<file path="src/rtl/door_sequencer.sv">
// Latches side/panic call requests, arbitrates them round-robin into one-cycle grants
// for the door FSM, and produces the per-state seconds timebase.
module door_sequencer #(
    parameter int CLK_HZ   = 50000000,
    parameter int SEC_W    = 4,
    parameter int STATE_W  = 3,
    parameter int ST_IDLE  = 0,
    parameter int ST_PANIC = 4,
    parameter int GRANT_TO = 16
) (
    input  logic               clk,
    input  logic               rst,
    input  logic               req_0,
    input  logic               req_1,
    input  logic               panic_req,
    input  logic               panic_clr,
    input  logic [STATE_W-1:0] state_reg,
    output logic               grant_0,
    output logic               grant_1,
    output logic               grant_panic,
    output logic [SEC_W-1:0]   sec_t,
    output logic               sec_tick,
    output logic               pend_0,
    output logic               pend_1,
    output logic               last_served,
    output logic               locked
);

    localparam int PRE_W = (CLK_HZ > 1) ? $clog2(CLK_HZ) : 1;
    localparam int TO_W  = $clog2(GRANT_TO + 1);
    localparam logic [PRE_W-1:0]   PRE_TERM = PRE_W'(CLK_HZ - 1);
    localparam logic [TO_W-1:0]    TO_TERM  = TO_W'(GRANT_TO - 1);
    localparam logic [TO_W-1:0]    TO_MAX   = {TO_W{1'b1}};
    localparam logic [SEC_W-1:0]   SEC_MAX  = {SEC_W{1'b1}};
    localparam logic [STATE_W-1:0] S_IDLE   = STATE_W'(ST_IDLE);
    localparam logic [STATE_W-1:0] S_PANIC  = STATE_W'(ST_PANIC);

    typedef enum logic [1:0] {
        ARB_READY,
        ARB_BUSY,
        ARB_LOCK
    } arb_t;

    arb_t               arb_q, arb_d;
    logic [STATE_W-1:0] prev_q, prev_d;
    logic [PRE_W-1:0]   presc_q, presc_d;
    logic [SEC_W-1:0]   sec_q, sec_d;
    logic               tick_q, tick_d;
    logic [TO_W-1:0]    to_q, to_d;
    logic               seen_q, seen_d;
    logic               pend_0_q, pend_0_d;
    logic               pend_1_q, pend_1_d;
    logic               last_q, last_d;
    logic               lock_q, lock_d;
    logic               g0_q, g0_d;
    logic               g1_q, g1_d;
    logic               gp_q, gp_d;
    logic               fsm_idle;
    logic               pick_0;

    always_ff @(posedge clk or posedge rst) begin
        if (rst) begin
            arb_q    <= ARB_READY;
            prev_q   <= S_IDLE;
            presc_q  <= '0;
            sec_q    <= '0;
            tick_q   <= 1'b0;
            to_q     <= '0;
            seen_q   <= 1'b0;
            pend_0_q <= 1'b0;
            pend_1_q <= 1'b0;
            last_q   <= 1'b1;
            lock_q   <= 1'b0;
            g0_q     <= 1'b0;
            g1_q     <= 1'b0;
            gp_q     <= 1'b0;
        end else begin
            arb_q    <= arb_d;
            prev_q   <= prev_d;
            presc_q  <= presc_d;
            sec_q    <= sec_d;
            tick_q   <= tick_d;
            to_q     <= to_d;
            seen_q   <= seen_d;
            pend_0_q <= pend_0_d;
            pend_1_q <= pend_1_d;
            last_q   <= last_d;
            lock_q   <= lock_d;
            g0_q     <= g0_d;
            g1_q     <= g1_d;
            gp_q     <= gp_d;
        end
    end

    always_comb begin
        arb_d    = arb_q;
        prev_d   = state_reg;
        presc_d  = presc_q;
        sec_d    = sec_q;
        tick_d   = 1'b0;
        to_d     = to_q;
        seen_d   = seen_q;
        pend_0_d = pend_0_q;
        pend_1_d = pend_1_q;
        last_d   = last_q;
        g0_d     = 1'b0;
        g1_d     = 1'b0;
        gp_d     = 1'b0;
        fsm_idle = (state_reg == S_IDLE);
        // Tie goes to the side that was not served last.
        pick_0   = pend_0_q && (!pend_1_q || last_q);

        if ((state_reg != prev_q) || fsm_idle || (state_reg == S_PANIC)) begin
            presc_d = '0;
            sec_d   = '0;
        end else if (presc_q == PRE_TERM) begin
            presc_d = '0;
            tick_d  = 1'b1;
            if (sec_q != SEC_MAX) begin
                sec_d = sec_q + 1'b1;
            end
        end else begin
            presc_d = presc_q + 1'b1;
        end

        case (arb_q)
            ARB_READY: begin
                if (fsm_idle && (pend_0_q || pend_1_q)) begin
                    g0_d   = pick_0;
                    g1_d   = !pick_0;
                    last_d = !pick_0;
                    if (pick_0) begin
                        pend_0_d = 1'b0;
                    end else begin
                        pend_1_d = 1'b0;
                    end
                    arb_d  = ARB_BUSY;
                    to_d   = '0;
                    seen_d = 1'b0;
                end
            end
            ARB_BUSY: begin
                if (seen_q && fsm_idle) begin
                    arb_d  = ARB_READY;
                    seen_d = 1'b0;
                end else if (!seen_q && fsm_idle && (to_q == TO_TERM)) begin
                    // FSM never left IDLE: the grant was lost, so re-queue it.
                    if (last_q) begin
                        pend_1_d = 1'b1;
                    end else begin
                        pend_0_d = 1'b1;
                    end
                    arb_d = ARB_READY;
                end else begin
                    if (!fsm_idle) begin
                        seen_d = 1'b1;
                    end
                    if (to_q != TO_MAX) begin
                        to_d = to_q + 1'b1;
                    end
                end
            end
            ARB_LOCK: begin
                if (panic_clr && !panic_req) begin
                    arb_d = ARB_READY;
                end
            end
            default: arb_d = ARB_READY;
        endcase

        if (arb_q != ARB_LOCK) begin
            if (req_0) begin
                pend_0_d = 1'b1;
            end
            if (req_1) begin
                pend_1_d = 1'b1;
            end
        end

        // Panic overrides everything, including a grant decided this same edge.
        if (panic_req && (arb_q != ARB_LOCK)) begin
            g0_d     = 1'b0;
            g1_d     = 1'b0;
            gp_d     = 1'b1;
            pend_0_d = 1'b0;
            pend_1_d = 1'b0;
            last_d   = last_q;
            seen_d   = 1'b0;
            arb_d    = ARB_LOCK;
        end

        lock_d = (arb_d == ARB_LOCK);
    end

    assign grant_0     = g0_q;
    assign grant_1     = g1_q;
    assign grant_panic = gp_q;
    assign sec_t       = sec_q;
    assign sec_tick    = tick_q;
    assign pend_0      = pend_0_q;
    assign pend_1      = pend_1_q;
    assign last_served = last_q;
    assign locked      = lock_q;

endmodule

</file>
<file path="config.mk">
export PLATFORM = sky130hd
export DESIGN_NAME = door_sequencer
export DESIGN_NICKNAME = d
export VERILOG_FILES = /design/src/rtl/door_sequencer.sv
export SDC_FILE = /design/constraint.sdc
export NUM_CORES = 1
export LEC_CHECK = 0
export BUFFER_PORTS_ARGS = -buffer_cell sky130_fd_sc_hd__buf_4
export CAP_MARGIN = 20
export CORE_UTILIZATION = 45
export DETAILED_ROUTE_END_ITERATION = 10
export MAX_ROUTING_LAYER = met4
export PLACE_DENSITY = 0.68
export SLEW_MARGIN = 10
export SYNTH_ARGS = -nofsm -noshare
export SYNTH_HDL_FRONTEND = slang
export SYNTH_SLANG_ARGS = --single-unit
</file>
<file path="constraint.sdc">
create_clock -name clk -period 2.25 [get_ports clk]
set_input_delay 0.5625 -clock clk [delete_from_list [all_inputs] [get_ports clk]]
set_output_delay 0.5625 -clock clk [all_outputs]
set_load 0.05 [all_outputs]
</file>
# Word level (Yosys, flattened, before mapping)
# Index checks and enable logic that the tools add are counted.
# totals
reg_bits	49
inputBits	9
output_inout_bits	12
word_cells	109
# classes
addsub	3
eq_ne	17
mux	49
bitwise_logic	1
reduce_logical	25
# ops
cell	count
2-to-1 mux 26 bit	2
2-to-1 mux 1 bit	30
adder 26 x 1 -> 26 bit, second input constant	1
== test 26 bit, second input constant	1
2-to-1 mux 5 bit	4
2-to-1 mux 4 bit	3
!= test 4 bit, second input constant	3
2-to-1 mux 2 bit	5
!= test 2 bit, second input constant	5
one-hot mux 5 bit (2 select lines)	1
logical AND 1 bit	7
one-hot mux 1 bit (2 select lines)	3
one-hot mux 2 bit (3 select lines)	1
nonzero test 2 bit	3
adder 5 x 1 -> 5 bit, second input constant	1
== test 5 x 4 -> 1 bit, second input constant	1
!= test 5 bit, second input constant	1
AND reduction 5 bit	1
adder 4 x 1 -> 4 bit, second input constant	1
== test 2 bit, second input constant	2
zero test 1 bit	4
logical OR 1 bit	4
AND reduction 4 bit	1
== test 3 bit, second input constant	1
other kinds (9)	9

# Longest topological paths before layout
# Gate-level depths: netlist of run 1.
# logic_depth
word_depth	9
mapped_depth	7
mapped_depth_nobuf	7

# Least setup slack after synthesis of run 1
# No wires, ideal clock.
# synth_timing
kind	register to register
start	reg to_q[0]
end	reg to_q[4]
setup_time_ns	0.125
arrival_time_ns	2.247
required_time_ns	2.125
path_slack_ns	-0.121
path_stages_with_launch	8
n_path_buf	0
period_less_slack_ns	2.371
path_cell_list	dfrtp_1 > ha_1 > and3_1 > ha_1 > or4b_1 > a211o_1 > o21ai_2 > mux2_2
# synth_between
elab_chain_len	5
elab_cells_between_ends	11
classes_between	1 x add/sub; 4 x eq/ne; 4 x mux; 2 x reduce/logical
# synth_lines
element	line_no	rtl
from (decl)	49	logic [TO_W-1:0] to_q, to_d;
from (signal assigned)	83	to_q <= to_d;
adder 5 x 1 -> 5 bit	159	to_d = to_q + 1'b1;
2-to-1 mux 5 bit	158	if (to_q != TO_MAX) begin
2-to-1 mux 5 bit	146	end else if (!seen_q && fsm_idle && (to_q == TO_TERM)) begin
2-to-1 mux 5 bit	143	if (seen_q && fsm_idle) begin
one-hot mux 5 bit (2 select lines)	126	case (arb_q)
# Several ways; a longest one is shown, not always the timed one. The select of a mux whose other input is x is not followed.
# A chain may end at the register's enable or synchronous reset.

# Worst setup path after layout of run 1
# layout_timing
start	reg to_q[1]
end	reg to_q[4]
# The elaborated chain is that of the path after synthesis.

==> out/qor.txt, run 1 <==
Leak pwr: 1.23 nW
Critical path arrival: 2.44 ns
Synth area leader: dfrtp_1
Clk root buf: clkbuf_8
Post-synth EDFFs: 0
Std-Cell Rows: 27
Peak VDD IR: 0.370 mV
Fillers: 499
Post-CTS sizing: 0
RSZ-0062 raised after global routing: yes
Xor-xnor portion of the synthesized cell area: 0.0479
Clock Pin Slew Worst Setup and Hold Paths: 0.09 ns
Placed instance area: 2880 um^2
DRT iter0 DRCs: 155
IO buf count: 20
DRC errors left: 0
Synth top area cells: dfrtp_1 (47%), nor3_1 (3.9%), xor2_1 (3.4%)
CP Max Fanout: 3
Dominant synthesized flop cell: dfrtp_1
Setup ws final: 0.00346 ns
H-tree depth: 2
Fmax: 0.445 GHz
Syn avg cell area: 9.92 um^2
Power Dens Cells: 601 nW/um^2
Worst slew pin tran: 0.458 ns
Count of antenna-violating nets left after detailed routing: 0
Minimum clock period: 2.25 ns
Clk buf depth: 2
WL per Instance: 15.2 um
Tcrit/Tclk final: 0.998
Antenna diodes: 0
Total CTS buffers: 5
Worst Skew: 0.00814 ns
Post-synth cell types: 48
HPWL after DPL: 3.63 mm
Global Route Usage Sum: 0.200
Synth Register Bits: 49
Die area: 5990 um^2
Simple-gate share of the synthesized area: 0.263
Drt pass-1 iters: 4
Reg area: 1230 um^2
Vias per cell: 5.95
Final #Nets: 300
Final core utilization: 0.543
Sequential area share after synthesis: 0.480
Clk Latency, worst-skew pair: 0.31 ns
Share of layout cells above drive strength 1: 0.195
IO Pins: 21
Initial core utilization: 0.465
Die Y: 77.4 um
Ys Warns: 0
Core region area: 5510 um^2
Setup crit start kind: register
WS Path Type: register to register
Via total after detailed routing: 2137
Yosys top cell area share: 0.469
Routed Wire Length: 5.45 mm
Design Area, Final: 2990 um^2
Most common cell in the netlist: dfrtp_1
Global-route wire length before repair: 9.35 mm
TritonCTS Sinks: 49
CTS tree: done
Syn Inst Count: 258
Vias in the first global route: 2093
Remaining Overflow, GRT: 0
Adder-cell area share of the yosys netlist: 0.0244
Syn Std Cell Area: 2560 um^2
Place WS: -0.0159 ns
Area grow syn2layout: 16.8%
Most instantiated cells after synthesis: dfrtp_1 (48), nor3_1 (20), nand2_1 (15), a211oi_1 (11), nand3_1 (11)
Syn Nets: 272
Main combinational cell family by area after synthesis: simple AND/OR/NAND/NOR gates
Outcome: complete, no violations
Antenna violations before repair: 0
Max-cap violations: 0
WHS: 0.291 ns
Post-synthesis mux area share: 0.0122
Final setup fails: 0
HP Class: input pin to async pin
Asr flop ratio synth: 1.00
Largest net degree at the start of global routing: 50
Multi-input logic area: 1290 um^2
Crit path capture type: register
Slew Viols, Final: 0
Compound-Gate Fraction of Synth Area: 0.146
RePlAce Congestion: 0.810
Post-CTS Hold Fix Bufs: 0
Die width: 77.4 um
Req. time, crit path: 2.44 ns
Rel. slew slack: 0.690
Fin. Hold Viols: 0
==> cells by family after synthesis <==
family / count (synthesis)
XOR/XNOR: 14
adder cells (fa/ha/maj): 5
flip-flops: 49
multiplexers: 3
AO/OA/AOI/OAI: 54
buffers and inverters: 17
AND/OR/NAND/NOR: 116
==> layout by cell type, fill, tap and decap left out, types with 3 or more instances in the layout <==
cell type / instances
dfrtp_1: 48
buf_4: 31
nor3_1: 20
nand2_1: 15
nand3_1: 11
a211oi_1: 11
nor2_1: 10
xor2_1: 10
and3_1: 9
a21oi_1: 9
or3_1: 8
nand4_1: 8
o31ai_1: 8
or4_1: 8
o21ai_0: 8
clkbuf_8: 7
inv_1: 5
xnor2_1: 4
nor2b_1: 4
and4_1: 4
and2_1: 3
nor4_1: 3
ha_1: 3
==> area by class of cell <==
type | instances | share of cell area
Sequential cell | 49 | 0.411
Timing Repair Buffer | 32 | 0.0846
Inverter | 6 | 0.00753
Multi-Input combinational cell | 192 | 0.433
Clock inverter | 1 | 0.00167
Clock buffer | 7 | 0.0322
Tap cell | 72 | 0.0301
==> repair_timing <==
action / in CTS / in global routing
setup buffers: 0 / 1
setup endpoints to repair: 2 / 2
cloned: 0 / 0
endpoints found under the hold margin: 0 / 0
pin swaps: 1 / 0
==> worst max-delay path: stages, from the launching register on <==
cell,delay (ns)
dfrtp_1,0.39
ha_2,0.19
and3_4,0.16
ha_4,0.15
or4b_4,0.52
a211o_1,0.32
o21ai_2,0.10
mux2_4,0.31
==> worst paths after layout <==
| kind | from | to | cells after the start | slack [ns] |
|---|---|---|---|---|
| worst max-delay path | to_q[1] | to_q[4] | 7 | 0.003 |
| worst min-delay path | rst | presc_q[11] | 3 | 0.29 |
| worst max register to register | to_q[1] | to_q[4] | 7 | 0.003 |
| worst min register to register | seen_q | seen_q | 1 | 0.53 |
| max in group asynchronous | rst | last_served | 3 | 1.68 |
| min in group clk | state_reg[2] | prev_q[2] | 1 | 0.39 |
==> flip-flops by register name, summed over array words and instances (netlist names), 2 cells and up <==
register,cells
arb_q,2
presc_q,26
prev_q,3
sec_t,4
to_q,5
==> per-stage QoR <==
step                TNS, ns  total power, mW  std cells
floorplan                 0             1.15        258
global placement          0             1.24        350
detailed placement  -0.0159             1.24        350
CTS                       0             1.81        358
global route         -0.124             1.89        359
finish                    0             1.80        359
==> power by group <==
part / internal (mW) / switching [mW] / leakage (nW) / total (mW)
sequential: 0.929 / 0.0444 / 0.659 / 0.973
clock: 0.278 / 0.294 / 0.0542 / 0.572
combinational: 0.100 / 0.149 / 0.516 / 0.250
total: 1.31 / 0.488 / 1.23 / 1.80
==> routing by layer <==
layer,global-route usage,part of all wire,up-vias
li1,-,-,1031
met3,0.0388,0.028,9
met2,0.329,0.49,31
met5,-,0,-
met4,0.0849,0.015,0
met1,0.239,0.46,1066
(Power assumes the default switching activity.)
==> run 2, diff against run 1 <==
- CAP_MARGIN: 20 -> default
- CORE_MARGIN: default -> 2
- CORE_UTILIZATION: 45 -> 35
- PLACE_DENSITY: 0.68 -> 0.56
==> out/qor.txt, run 2 (synthesis results as in run 1) <==
Outcome: complete, no violations (unchanged)
RSZ-0062 raised after global routing: yes (unchanged)
WL per Instance: 14.2 um (was 15.2 um)
Multi-input logic area: 1310 um^2 (was 1290 um^2)
Worst slew pin tran: 0.490 ns (was 0.458 ns)
Global Route Usage Sum: 0.151 (was 0.200)
WHS: 0.283 ns (was 0.291 ns)
Peak VDD IR: 0.346 mV (was 0.370 mV)
Power Dens Cells: 586 nW/um^2 (was 601 nW/um^2)
Remaining Overflow, GRT: 0 (unchanged)
Minimum clock period: 2.22 ns (was 2.25 ns)
Antenna violations before repair: 0 (unchanged)
Place WS: -0.0177 ns (was -0.0159 ns)
Routed Wire Length: 5.51 mm (was 5.45 mm)
Critical path arrival: 2.42 ns (was 2.44 ns)
Fmax: 0.451 GHz (was 0.445 GHz)
Largest reg by FF count: presc_q (unchanged)
Global-route wire length before repair: 9.29 mm (was 9.35 mm)
CTS tree: done (unchanged)
Die area: 8010 um^2 (was 5990 um^2)
Cells after DPL: 377 (was 350)
Count of antenna-violating nets left after detailed routing: 0 (unchanged)
Post-CTS Hold Fix Bufs: 0 (unchanged)
Final #Nets: 302 (was 300)
Vias per cell: 5.40 (was 5.95)
Core region area: 7180 um^2 (was 5510 um^2)
Vias in the first global route: 1941 (was 2093)
Clock Pin Slew Worst Setup and Hold Paths: 0.10 ns (was 0.09 ns)
Std-Cell Rows: 31 (was 27)
Die Y: 89.5 um (was 77.4 um)
Die width: 89.5 um (was 77.4 um)
Total CTS buffers: 5 (unchanged)
Antenna diodes: 0 (unchanged)
H-tree depth: 2 (unchanged)
Largest net degree at the start of global routing: 50 (unchanged)
Reg-to-Reg Start: to_q[1] (unchanged)
Reg area: 1230 um^2 (unchanged)
Initial core utilization: 0.357 (was 0.465)
Reg power frac: 0.549 (was 0.542)
Setup ws final: 0.0321 ns (was 0.00346 ns)
Drt pass-1 iters: 4 (unchanged)
Flop-to-flop setup slack: 0.03 ns (was 0.003 ns)
Clk buf depth: 2 (unchanged)
Leak pwr: 1.23 nW (about the same)
Tcrit/Tclk final: 0.986 (was 0.998)
CP Max Fanout: 3 (unchanged)
Clk pwr share: 0.303 (was 0.319)
HPWL after DPL: 3.68 mm (was 3.63 mm)
Pint: 1.26 mW (was 1.31 mW)
Non-filler cells, final: 388 (was 359)
Rel. slew slack: 0.670 (was 0.690)
Setup crit start kind: register (unchanged)
Clk root buf: clkbuf_8 (unchanged)
P_sw: 521 uW (was 488 uW)
WS Path Type: register to register (unchanged)
Fillers: 723 (was 499)
Fin. Hold Viols: 0 (unchanged)
DRC errors left: 0 (unchanged)
Commonest non-fill, non-tap cell in the layout: dfrtp_1 (unchanged)
Final core utilization: 0.423 (was 0.543)
Design Area, Final: 3040 um^2 (was 2990 um^2)
Reg-to-reg endpoint: to_q[4] (unchanged)
Logic pwr share: 0.147 (was 0.139)
Req. time, crit path: 2.45 ns (was 2.44 ns)
Share of layout cells above drive strength 1: 0.211 (was 0.195)
Crit path capture type: register (unchanged)
Clk Latency, worst-skew pair: 0.31 ns (about the same)
Most frequent cells in the layout: dfrtp_1 (48), buf_4 (33), nor3_1 (20), nand2_1 (15) (was dfrtp_1 (48), buf_4 (31), nor3_1 (20), nand2_1 (15))
Area grow syn2layout: 18.7% (was 16.8%)
RePlAce Congestion: 0.785 (was 0.810)
HP Class: input pin to async pin (unchanged)
TritonCTS Sinks: 49 (unchanged)
Worst Skew: 0.0125 ns (was 0.00814 ns)
Max reg flops: 26 (unchanged)
Post-route setup TNS: 0 ns (unchanged)
Reg2Reg Depth: 7 (unchanged)
Total power: 1.78 mW (was 1.80 mW)
IO buf count: 20 (unchanged)
Placed instance area: 2920 um^2 (was 2880 um^2)
Via total after detailed routing: 2097 (was 2137)
IO Pins: 21 (unchanged)
Final setup fails: 0 (unchanged)
DRT iter0 DRCs: 73 (was 155)
Max-cap violations: 0 (unchanged)
Switching part of the total: 0.292 (was 0.272)
Slew Viols, Final: 0 (unchanged)
==> run 2: cell count changes in the layout (fill, tap and decap cells not counted), sizes merged <==
cell      before  now
inv            6    7
clkbuf         7    5
clkinvlp       0    1
buf           32   34
==> run 2: how the worst max path moves through the flow <==
stage,end,slack [ns],start,cells after the start
final,to_q[4],0.03,to_q[1],7
after global routing,to_q[2],-0.05,to_q[0],8
after CTS,to_q[4],0.005,to_q[1],7
after detailed placement,to_q[2],-0.02,to_q[1],8
after global placement,to_q[4],0.03,to_q[1],7
after floorplan,to_q[4],0.003,to_q[0],7
==> run 2: routing by layer <==
metal  wire length [um]  GRT usage  up-vias
met1               2790      0.207     1027
met5                  0          -        -
li1                   -          -     1035
met2               2530      0.229       29
met4                 61     0.0448        0
met3                136     0.0249        6
==> run 2: area by class of cell <==
type,instances,share of cell area
clock buffer,5,0.0227
clock inverter,3,0.00700
inverter,6,0.00742
multi-input combinational,192,0.430
sequential,49,0.404
tap,99,0.0408
timing repair buffer,34,0.0882
==> run 2: power groups by stage <==
stage / combinational (mW) / sequential, mW / clock [mW]
after floorplan: 0.112 / 1.03 / 0
after global placement: 0.245 / 0.993 / 0
after detailed placement: 0.249 / 0.996 / 0
after CTS: 0.254 / 0.979 / 0.568
after global routing: 0.289 / 0.985 / 0.597
final: 0.262 / 0.978 / 0.540
==> run 2: repair_timing <==
action,CTS,global route
setup endpoints to repair,2,4
pin swaps,1,3
resized for setup,2,1
setup buffers,0,3
==> run 2: worst max-delay path, stage by stage, from the launching register on <==
cell     delay [ns]
dfrtp_1        0.40
ha_2           0.18
and3_4         0.16
ha_4           0.16
or4b_4         0.49
a211o_1        0.33
o21ai_2        0.08
mux2_4         0.31
